**config.mk**
```make
export PLATFORM = sky130hd
export DESIGN_NAME = switch_debouncer
export DESIGN_NICKNAME = d
export VERILOG_FILES = /design/src/rtl/switch_debouncer.sv
export SDC_FILE = /design/constraint.sdc
export NUM_CORES = 1
export LEC_CHECK = 0
export CORE_MARGIN = 3
export CORE_UTILIZATION = 57
export DETAILED_ROUTE_END_ITERATION = 8
export PLACE_DENSITY = 0.85
export SLEW_MARGIN = 20
export SYNTH_ARGS = -nofsm -noshare
export SYNTH_HDL_FRONTEND = slang
export SYNTH_SLANG_ARGS = --single-unit
```
**constraint.sdc**
```tcl
create_clock -name clock -period 3.8 [get_ports clock]
set_input_delay 0.38 -clock clock [delete_from_list [all_inputs] [get_ports clock]]
set_output_delay 0.38 -clock clock [all_outputs]
set_load 0.005 [all_outputs]
```
**src/rtl/switch_debouncer.sv**
```systemverilog
// Two-flop synchroniser followed by a whole-word debouncer for the slide-switch bus.
// A new value is committed only after STABLE_CYCLES identical synchronised samples.
module switch_debouncer #(
  parameter int unsigned WIDTH         = 8,
  parameter int unsigned STABLE_CYCLES = 16
) (
  input  logic             clock,
  input  logic             reset,
  input  logic [WIDTH-1:0] sw_in,
  output logic [WIDTH-1:0] sw_out,
  output logic             sw_changed,
  output logic [WIDTH-1:0] changed_bits,
  output logic             busy
);

  localparam int unsigned CW = $clog2(STABLE_CYCLES + 1);
  localparam logic [CW-1:0] CNT_ONE  = CW'(1);
  localparam logic [CW-1:0] CNT_LAST = CW'(STABLE_CYCLES - 1);

  typedef enum logic {
    IDLE,
    SETTLING
  } state_t;

  state_t           r_state;
  logic [WIDTH-1:0] r_sync1;
  logic [WIDTH-1:0] r_sync2;
  logic [WIDTH-1:0] r_candidate;
  logic [CW-1:0]    r_count;
  logic [WIDTH-1:0] r_sw_out;
  logic             r_sw_changed;
  logic [WIDTH-1:0] r_changed_bits;
  logic             r_busy;

  always_ff @(posedge clock) begin
    if (reset) begin
      r_state        <= IDLE;
      r_sync1        <= '0;
      r_sync2        <= '0;
      r_candidate    <= '0;
      r_count        <= '0;
      r_sw_out       <= '0;
      r_sw_changed   <= 1'b0;
      r_changed_bits <= '0;
      r_busy         <= 1'b0;
    end else begin
      r_sync1        <= sw_in;
      r_sync2        <= r_sync1;
      // Strobe and mask are overridden only on a commit edge.
      r_sw_changed   <= 1'b0;
      r_changed_bits <= '0;
      case (r_state)
        IDLE: begin
          if (r_sync2 != r_sw_out) begin
            r_candidate <= r_sync2;
            r_count     <= CNT_ONE;
            r_state     <= SETTLING;
            r_busy      <= 1'b1;
          end else begin
            r_count <= '0;
          end
        end
        SETTLING: begin
          if (r_sync2 == r_sw_out) begin
            r_count <= '0;
            r_state <= IDLE;
            r_busy  <= 1'b0;
          end else if (r_sync2 != r_candidate) begin
            r_candidate <= r_sync2;
            r_count     <= CNT_ONE;
          end else if (r_count == CNT_LAST) begin
            r_sw_out       <= r_candidate;
            r_changed_bits <= r_sw_out ^ r_candidate;
            r_sw_changed   <= 1'b1;
            r_count        <= '0;
            r_state        <= IDLE;
            r_busy         <= 1'b0;
          end else begin
            r_count <= r_count + CNT_ONE;
          end
        end
        default: begin
          r_count <= '0;
          r_state <= IDLE;
          r_busy  <= 1'b0;
        end
      endcase
    end
  end

  assign sw_out       = r_sw_out;
  assign sw_changed   = r_sw_changed;
  assign changed_bits = r_changed_bits;
  assign busy         = r_busy;

endmodule

```
* Word-level counts from Yosys, hierarchy flattened
Index checks and enable logic that the tools add are counted.
** Storage, ports and cells
- Output and inout port bits :: 18
- Word-level logic and storage cells :: 49
- Input port bits :: 10
- Flip-flop bits (word level) :: 48
** Operators by class
- Add/sub/neg operators :: 1
- Muxes and demuxes :: 20
- Equal/unequal tests :: 9
- Reduce and logical (&&, ||, !) cells :: 5
- Bitwise gates (word level) :: 5
** Operators with widths (count)
- $mux W8 :: 3
- $ne A8 B8 Y1 :: 2
- $pmux W8 S2 :: 1
- $mux W5 :: 3
- $mux W1 :: 10
- $pmux W5 S2 :: 1
- $eq A8 B8 Y1 :: 1
- $xor A8 B8 Y8 :: 1
- $reduce_and A3 Y1 :: 2
- $add A5 B1 Y5 const B :: 1
- $eq A5 B4 Y1 const B :: 1
- $reduce_or A5 Y1 :: 1
- $ne A2 B2 Y1 const B :: 2
- $not A1 Y1 :: 4
- $pmux W1 S2 :: 2
- $reduce_and A4 Y1 :: 1
- $reduce_or A4 Y1 :: 1
- $ne A3 B1 Y1 const B :: 1
- $ne A3 B3 Y1 const B :: 1
- $ne A2 B1 Y1 const B :: 1

* Depth between registers and ports, before layout
Gate-level depths: netlist of the first run.
- Depth after elaboration :: 5
- Mapped depth :: 7
- Depth with buffers taken out :: 6

* Worst setup path after synthesis of the first run
No wires, ideal clock.
- Kind :: reg2reg
- From :: reg r_count[0]
- To :: reg r_sw_out[0] (netlist: sw_out[0])
- Setup time :: 72 ps
- Buffers on the path :: 2
- Data required time :: 3728 ps
- Path slack :: 2248 ps
- Arrival time :: 1481 ps
- Stages on the path, launching flop included :: 8
- Clock period less this slack :: 1552 ps
- Cell sequence :: dfxtp_1 > ha_1 > and3_1 > ha_1 > clkbuf_1 > and3_1 > buf_6 > mux2i_1
** Between the ends
- Longest elaborated chain between the ends :: 2
** RTL lines
- start: declaration :: line 29 : logic [CW-1:0] r_count;
- start signal: assignment :: line 79 : r_count <= r_count + CNT_ONE;
- $eq A5 B4 Y1 :: line 71 : end else if (r_count == CNT_LAST) begin
- $reduce_and A4 Y1 (no source line)
- end signal: assignment :: line 72 : r_sw_out <= r_candidate;
- end: declaration :: line 30 : logic [WIDTH-1:0] r_sw_out;
No other way between the ends.
A chain may end at the register's enable or synchronous reset.

* Final worst setup path of the first run
- From :: reg r_candidate[3]
- To :: reg r_sw_out[0] (netlist: sw_out[0])
** Between the ends
- Longest elaborated chain between the ends :: 3
** RTL lines
- start: declaration :: line 28 : logic [WIDTH-1:0] r_candidate;
- start signal: assignment :: line 55 : r_candidate <= r_sync2;
- start signal: assignment :: line 69 : r_candidate <= r_sync2;
- $ne A8 B8 Y1 :: line 68 : end else if (r_sync2 != r_candidate) begin
- $not A1 Y1 (no source line)
- $reduce_and A4 Y1 (no source line)
No other way between the ends.

==> results.txt, run 1 <==
Post-Synthesis Cells = 176
GRT overflow = 0
cts hold-fix bufs = 0
clock root buffer = clkbuf_4
HP Class = flop to flop
Synth warnings = 0
Tcrit/Tclk final = 0.526
leading post-synthesis cells by cell area = dfxtp_1, mux2i_1, nand2b_1, xnor2_1, nor2b_1
setup TNS = 0 ns
transition time at the pin with the least slew margin = 0.654 ns
largest net degree at the start of global routing = 32
initial antenna violation count = 0
Clock Skew = 0.0105 ns
peak fanout along the critical path = 8
number of global-route vias before repair = 1213
Internal Power = 632 uW
Via Count = 1211
Worst Hold Depth = 1
Synth Area in Adders = 0.0131
core area = 0.00313 mm^2
total setup buffers inserted after CTS = 0
syn avg cell area = 10.9 um^2
worst vdd ir = 230 uV
fin area = 0.00226 mm^2
logic gate share of total power = 0.101
first-pass GRT wire length = 5610 um
Post-Synth XOR/XNOR Area = 0.119
Die ar. = 0.00409 mm^2
Max Clk Rate = 0.500 GHz
Crit Path Class = flop to flop
cell taking the most area after synthesis = dfxtp_1
complex-gate fraction of the synthesized area = 0.0223
die height = 63.9 um
vias per inst = 4.86
sequential share of the synthesized area = 0.503
1st-pass router iterations = 4
Max transition margin = 0.564
Slew Viols, Final = 0
initial detailed-routing violation count = 44
routability congestion estimate = 0.747
unrepaired setup endpoints after global routing = no
Reg clk slew, reported paths = 0.12 ns
CTS resizes = 0
sequential power share = 0.639
Net Switching = 196 uW
CP required = 4.09 ns
fin crit period = 2.00 ns
Setup Viol. Count Final = 0
post-synth cell types = 27
row cnt = 20
Net Sw Frac = 0.237
flops & latches, synth = 48
status = finished clean
width of the chip = 63.9 um
clk sink count = 48
Total Wirelength = 3130 um
nets@finish = 217
Synth Net Count = 188
Bufs on Longest Clock Path = 2
Worst setup EP type = flop
Fin. Hold Viols = 0
share of layout cells above drive strength 1 = 0.0683
Worst R2R Path Depth = 5
DRC = 0
n_diodes = 0
IO buf count = 27
Pwr Density = 366 mW/mm^2
GRT Overall Usage = 0.176
combinational family with the most area after synthesis = simple AND/OR/NAND/NOR gates
post-route ant nets = 0
top cell type's share of synthesized area = 0.503
Area Growth Syn to Fin = 18.3%
Post-Synth Simple-Gate Area = 0.238
io pins = 28
max_cap viols = 0
Clk pwr share = 0.261
CTS tree = done
DR WL/cell = 12.6 um
Clk Latency, worst-skew pair = 0.35 ns
Leak = 0.000873 uW
Worst setup SP type = flop
DP HPWL = 2320 um
cts bufs inserted = 5
multiplexer share of the synthesized area = 0.0838
dpl cell area = 0.00221 mm^2
starting density of the core = 0.611
Synth Cell Area = 0.00191 mm^2
crit path DAT = 2.29 ns
H-tree Lvls = 2
[layer usage]
metal / routed length (um) / share of wire / track usage / vias to the layer above
met3: 109 / 0.035 / 0.0369 / 6
met5: 0 / 0 / 0 / -
met4: 55 / 0.018 / 0.0728 / 0
met1: 1440 / 0.46 / 0.213 / 558
met2: 1520 / 0.49 / 0.301 / 23
li1: - / - / - / 624
[cell families (layout without fill, tap and decap cells)]
| group | count (synthesis) | in the layout |
|---|---|---|
| flops | 48 | 48 |
| simple gates | 69 | 69 |
| fa+ha+maj | 2 | 2 |
| xor+xnor | 26 | 26 |
| buf+inv | 9 | 38 |
| compound gates | 6 | 6 |
| mux | 16 | 16 |
[through the flow]
step / total power, uW / util / cells / worst slack (ns) / hold slack, ns
2_1_floorplan: 599 / - / 176 / 2.25 / 0.414
3_3_place_gp: 622 / 0.708 / 242 / 1.91 / 0.419
3_5_place_dp: 624 / 0.708 / 242 / 1.79 / 0.423
4_1_cts: 835 / 0.723 / 249 / 1.77 / 0.453
5_1_grt: 868 / 0.723 / 249 / 1.60 / 0.461
6_report: 828 / 0.723 / 249 / 1.80 / 0.450
[state kept, by name (all words and copies together) (netlist names)]
register      count
busy              1
r_state           1
r_candidate       8
sw_changed        1
r_sync1           8
sw_out            8
changed_bits      8
r_count           5
r_sync2           8
[cells in the final DEF (no fill, tap or decap), types with 2 or more instances in the layout]
| cell type | n |
|---|---|
| xor2_1 | 11 |
| a21oi_1 | 2 |
| xnor2_1 | 15 |
| nand3_1 | 2 |
| inv_1 | 3 |
| nor4_4 | 2 |
| clkbuf_4 | 5 |
| ha_1 | 2 |
| dfxtp_1 | 48 |
| nor2_1 | 14 |
| mux2i_1 | 16 |
| nand2b_1 | 21 |
| nand2_1 | 2 |
| or2b_1 | 4 |
| and3_1 | 2 |
| nor2b_1 | 16 |
| clkdlybuf4s50_1 | 27 |
[critical path, cell delays in order, from the launching register on]
cell and delay (ns):
dfxtp_1 0.36, xor2_1 0.20, nor3b_2 0.20, nor3b_4 0.35, and3_1 0.57, mux2i_1 0.25
[cell type report]
cell class	count	area, um^2
Clock buffer	6	41.3
Sequential cell	48	961
Timing Repair Buffer	28	278
Multi-Input combinational cell	119	910
Fill cell	241	867
Tap cell	44	55.1
Clock inverter	1	5.00
Inverter	3	11.3
[path summary, 6_finish.rpt]
check	start	end	slack [ns]
max reg2reg	r_candidate[3]	sw_out[0]	1.80
min reg2reg	r_sync1[2]	r_sync2[2]	0.45
min	r_sync1[2]	r_sync2[2]	0.45
max	r_candidate[3]	sw_out[0]	1.80
[power groups by stage]
stage                     combinational (uW)  clock (uW)  sequential [uW]
after floorplan                         61.1           0              538
after CTS                               84.2         222              529
after detailed placement                83.8           0              540
after global routing                    92.7         245              531
after global placement                  82.5           0              539
final                                   83.3         216              529
[cell usage after synthesis]
cell type and count:
o21bai_1 1, nor3b_4 1, nand3_1 2, nor3b_2 1, a21oi_2 1, dfxtp_1 48, nand4b_2 1, o21a_1 1
nand2b_1 21, buf_6 1, clkbuf_1 5, o311ai_0 1, or2b_1 4, nor2_1 14, nand4_1 1, xnor2_1 15
nor4b_1 1, nand2_2 1, mux2i_1 16, ha_1 2, xor2_1 11, nor2b_1 16, and3_1 2, nand2_1 2
a21oi_1 2, inv_1 3, nor4_4 2
Power figures use the tool's default switching activity.
==> run 2, diff against run 1 <==
--- a/config.mk
+++ b/config.mk
@@ -6,9 +6,9 @@
 export NUM_CORES = 1
 export LEC_CHECK = 0
 export CORE_MARGIN = 3
-export CORE_UTILIZATION = 57
+export CORE_UTILIZATION = 53
 export DETAILED_ROUTE_END_ITERATION = 8
-export PLACE_DENSITY = 0.85
+export PLACE_DENSITY = 0.8
 export SLEW_MARGIN = 20
 export SYNTH_ARGS = -nofsm -noshare
 export SYNTH_HDL_FRONTEND = slang
==> constraint.sdc (replaced) <==
create_clock -name clock -period 2 [get_ports clock]
set_input_delay 0.2 -clock clock [delete_from_list [all_inputs] [get_ports clock]]
set_output_delay 0.2 -clock clock [all_outputs]
set_load 0.005 [all_outputs]
==> results.txt, run 2 (synthesis gave the netlist of run 1 again) <==
H-tree Lvls = 2
GRT overflow = 0
peak fanout along the critical path = 8
unrepaired setup endpoints after global routing = no
Via Count = 1208
Setup Viol. Count Final = 0
Area Growth Syn to Fin = 19.8%
Tcrit/Tclk final = 0.883
GRT Overall Usage = 0.169
worst vdd ir = 552 uV
filler instances = 273
row cnt = 21
vias per inst = 4.77
Clock Skew = 0.00654 ns
CTS resizes = 0
DP HPWL = 2350 um
starting density of the core = 0.560
Pwr Density = 690 mW/mm^2
commonest cells after routing, fill and taps aside = dfxtp_1, clkdlybuf4s50_1, nand2b_1, nor2b_1, mux2i_1
CTS tree = done
clk sink count = 48
dpl ws = 0.242 ns
crit path DAT = 2.04 ns
DR WL/cell = 12.8 um
Fin. Hold Viols = 0
first-pass GRT wire length = 5560 um
IO buf count = 27
width of the chip = 66.1 um
Bufs on Longest Clock Path = 2
post-route ant nets = 0
Leak = 0.000886 uW
# placed instances = 246
Clk Latency, worst-skew pair = 0.34 ns
CP required = 2.28 ns
clock root buffer = clkbuf_4
io pins = 28
Max transition margin = 0.750
DRC = 0
non-filler instance count after layout = 253
fin crit period = 1.77 ns
Worst setup SP type = flop
Max Clk Rate = 0.566 GHz
Crit Path Class = flop to flop
Slew Viols, Final = 0
cts bufs inserted = 5
total setup buffers inserted after CTS = 0
Worst setup EP type = flop
max_cap viols = 0
nets@finish = 219
setup TNS = 0 ns
routability congestion estimate = 0.771
initial detailed-routing violation count = 64
setup ws final = 0.233 ns
Die ar. = 0.00436 mm^2
status = finished clean
core area = 0.00342 mm^2
Min Hold Slack = 0.396 ns
Total Wirelength = 3230 um
Reg clk slew, reported paths = 0.12 ns
n_diodes = 0
commonest non-fill, non-tap cell in the layout = dfxtp_1
initial antenna violation count = 0
share of layout cells above drive strength 1 = 0.0773
largest net degree at the start of global routing = 39
1st-pass router iterations = 4
number of global-route vias before repair = 1173
transition time at the pin with the least slew margin = 0.371 ns
cts hold-fix bufs = 0
HP Class = input port to flop
die height = 66.1 um
-- run 2: cell types whose count changed in the layout (fill, tap and decap cells not counted) --
| cell | delta |
|---|---|
| buf_12 | +1 |
| buf_4 | +1 |
-- run 2: worst paths after layout --
path	cells after the start	endpoint	slack, ns	start
hold / removal	2	r_sync1[4]	0.40	sw_in[4]
setup / recovery	6	sw_out[1]	0.23	r_sync2[2]
hold reg to reg	1	r_sync2[0]	0.45	r_sync1[0]
setup reg to reg	6	sw_out[1]	0.23	r_sync2[2]
-- run 2: critical path, cell delays in order (launching register included) --
cell     delay (ns)
dfxtp_1        0.41
xnor2_1        0.15
nand4_1        0.19
nor3b_4        0.36
and3_1         0.26
buf_12         0.15
mux2i_1        0.18
-- run 2: per-stage QoR --
step                      area (um^2)  total power [uW]  utilization
after floorplan                  1910              1140            -
after global placement           2240              1190        0.657
after detailed placement         2240              1190        0.657
after CTS                        2290              1600        0.671
after global routing             2290              1650        0.671
final                            2290              1580        0.671
-- run 2: metal layers --
metal,routed length [um],GRT usage,up-vias,share of wire
li1,-,-,628,-
met1,1500,0.225,551,0.46
met2,1580,0.273,25,0.49
met3,117,0.0374,4,0.036
met4,34,0.0533,0,0.011
met5,0,0,-,0
-- run 2: area by class of cell --
class	count	area, um^2	share of cell area
repair buffers	30	305	0.133
multi-input cells	119	910	0.397
well taps	46	57.6	0.0251
flip-flops and latches	48	961	0.419
clock buffers	6	41.3	0.0180
inverters	3	11.3	0.00492
clock inverters	1	5.00	0.00218
-- run 2: power breakdown --
| group | internal (uW) | total, uW | switching [uW] |
|---|---|---|---|
| logic | 89.1 | 166 | 76.5 |
| clock network | 130 | 409 | 279 |
| registers | 984 | 1010 | 20.8 |
==> run 3, diff against run 2 <==
--- a/config.mk
+++ b/config.mk
@@ -5,10 +5,11 @@
 export SDC_FILE = /design/constraint.sdc
 export NUM_CORES = 1
 export LEC_CHECK = 0
+export CAP_MARGIN = 15
 export CORE_MARGIN = 3
 export CORE_UTILIZATION = 53
 export DETAILED_ROUTE_END_ITERATION = 8
-export PLACE_DENSITY = 0.8
+export PLACE_DENSITY_LB_ADDON = 0.05
 export SLEW_MARGIN = 20
 export SYNTH_ARGS = -nofsm -noshare
 export SYNTH_HDL_FRONTEND = slang
==> results.txt, run 3 (synthesis gave the netlist of run 1 again) <==
status = finished clean
nets@finish = 221
CP required = 2.29 ns
reg2reg setup slack = 0.20 ns
Worst setup SP type = flop
filler instances = 265
Total Wirelength = 3250 um
n_diodes = 0
share of layout cells above drive strength 1 = 0.0952
DP HPWL = 2430 um
Max transition margin = 0.765
fin crit period = 1.80 ns
CTS tree = done
Leak = 0.000930 uW
CP startpoint = r_candidate[1]
CP max stage delay = 0.36 ns
starting density of the core = 0.560
io pins = 28
vias per inst = 4.72
HP Class = input port to flop
Net Switching = 396 uW
width of the chip = 66.1 um
Slew Viols, Final = 0
post-route ant nets = 0
initial antenna violation count = 0
initial detailed-routing violation count = 63
Crit Path Class = flop to flop
Net Sw Frac = 0.199
IO buf count = 27
Setup Viol. Count Final = 0
worst vdd ir = 736 uV
GRT overflow = 0
die height = 66.1 um
RR Startpoint = r_candidate[1]
Worst setup EP type = flop
first-pass GRT wire length = 5720 um
cts hold-fix bufs = 0
CP endpoint = sw_out[0]
Reg clk slew, reported paths = 0.14 ns
DRC = 0
CTS resizes = 0
crit path DAT = 2.10 ns
Tcrit/Tclk final = 0.902
unrepaired setup endpoints after global routing = no
largest net degree at the start of global routing = 24
Clk Latency, worst-skew pair = 0.37 ns
core area = 0.00342 mm^2
clock root buffer = clkbuf_4
DR WL/cell = 12.7 um
CP Cell Sequence = xnor2_1 -> nand4_1 -> nor3b_4 -> and3_1 -> buf_4 -> mux2i_1
Via Count = 1208
Power Total = 1990 uW
number of global-route vias before repair = 1281
Clk pwr share = 0.409
cts bufs inserted = 5
dpl cell area = 0.00225 mm^2
sequential power share = 0.505
Critical R2R Capture = sw_out[0]
GRT Overall Usage = 0.177
1st-pass router iterations = 4
logic gate share of total power = 0.086
transition time at the pin with the least slew margin = 0.348 ns
fin area = 0.00237 mm^2
setup TNS = 0 ns
Clock Skew = 0.0158 ns
Max Clk Rate = 0.554 GHz
max_cap viols = 0
routability congestion estimate = 0.815
Area Growth Syn to Fin = 24.2%
Worst R2R Path Depth = 6
Pwr Density = 838 mW/mm^2
Internal Power = 1590 uW
H-tree Lvls = 2
Fin. Hold Viols = 0
peak fanout along the critical path = 8
Die ar. = 0.00436 mm^2
Layout Utilization = 0.695
commonest cells after routing, fill and taps aside = dfxtp_1, clkdlybuf4s50_1, nand2b_1, nor2b_1, mux2i_1
commonest non-fill, non-tap cell in the layout = dfxtp_1
total setup buffers inserted after CTS = 0
Bufs on Longest Clock Path = 2
row cnt = 21
clk sink count = 48
Slowest cell on crit path = dfxtp_1
[run 3: cell count changes in the layout (fill, tap and decap cells not counted)]
cell       previous run  this run
buf_4                 2         5
clkbuf_1              1         0
clkinv_2              1         0
bufinv_16             0         3
buf_12                1         0
[run 3: power groups by stage]
| stage | Combinational (uW) | Sequential, uW | Clock [uW] |
|---|---|---|---|
| 2_1_floorplan | 116 | 1020 | 0 |
| 3_3_place_gp | 168 | 1030 | 0 |
| 3_5_place_dp | 171 | 1030 | 0 |
| 4_1_cts | 172 | 1010 | 834 |
| 5_1_grt | 187 | 1010 | 873 |
| 6_report | 170 | 1010 | 814 |
[run 3: critical path: cells and delay by family (launching register included)]
family | cells | cell delay, ns
xor+xnor | 1 | 0.21
mux | 1 | 0.19
buf+inv | 1 | 0.20
flops | 1 | 0.36
simple gates | 3 | 0.78
[run 3: final cells by class]
cell class / instances / area, um^2 / share of cell area
flip-flops and latches: 48 / 961 / 0.405
multi-input cells: 119 / 910 / 0.383
repair buffers: 32 / 308 / 0.130
clock inverters: 3 / 90.1 / 0.0379
well taps: 46 / 57.6 / 0.0242
clock buffers: 5 / 37.5 / 0.0158
inverters: 3 / 11.3 / 0.00474
[run 3: metal layers]
layer,track usage,vias up,share of wire
met4,0.0685,0,0.016
met2,0.309,22,0.51
met1,0.200,545,0.44
met3,0.0561,7,0.038
li1,-,634,-
met5,0,-,0
[run 3: worst min path at each step]
stage          startpoint         end  slack [ns]  depth (start not counted)
3_3_place_gp   r_sync1[0]  r_sync2[0]        0.42                          1
5_1_grt          sw_in[7]  r_sync1[7]        0.36                          2
3_5_place_dp   r_sync1[4]  r_sync2[4]        0.43                          1
2_1_floorplan    sw_in[0]  r_sync1[0]        0.33                          1
6_report         sw_in[7]  r_sync1[7]        0.37                          2
4_1_cts          sw_in[7]  r_sync1[7]        0.36                          2
[run 3: through the flow]
step | instances | worst slack, ns | hold WS [ns]
finish | 256 | 0.196 | 0.371
global route | 256 | 0.0251 | 0.363
CTS | 256 | 0.185 | 0.363
detailed placement | 248 | 0.219 | 0.429
global placement | 248 | 0.275 | 0.419
floorplan | 176 | 0.448 | 0.328
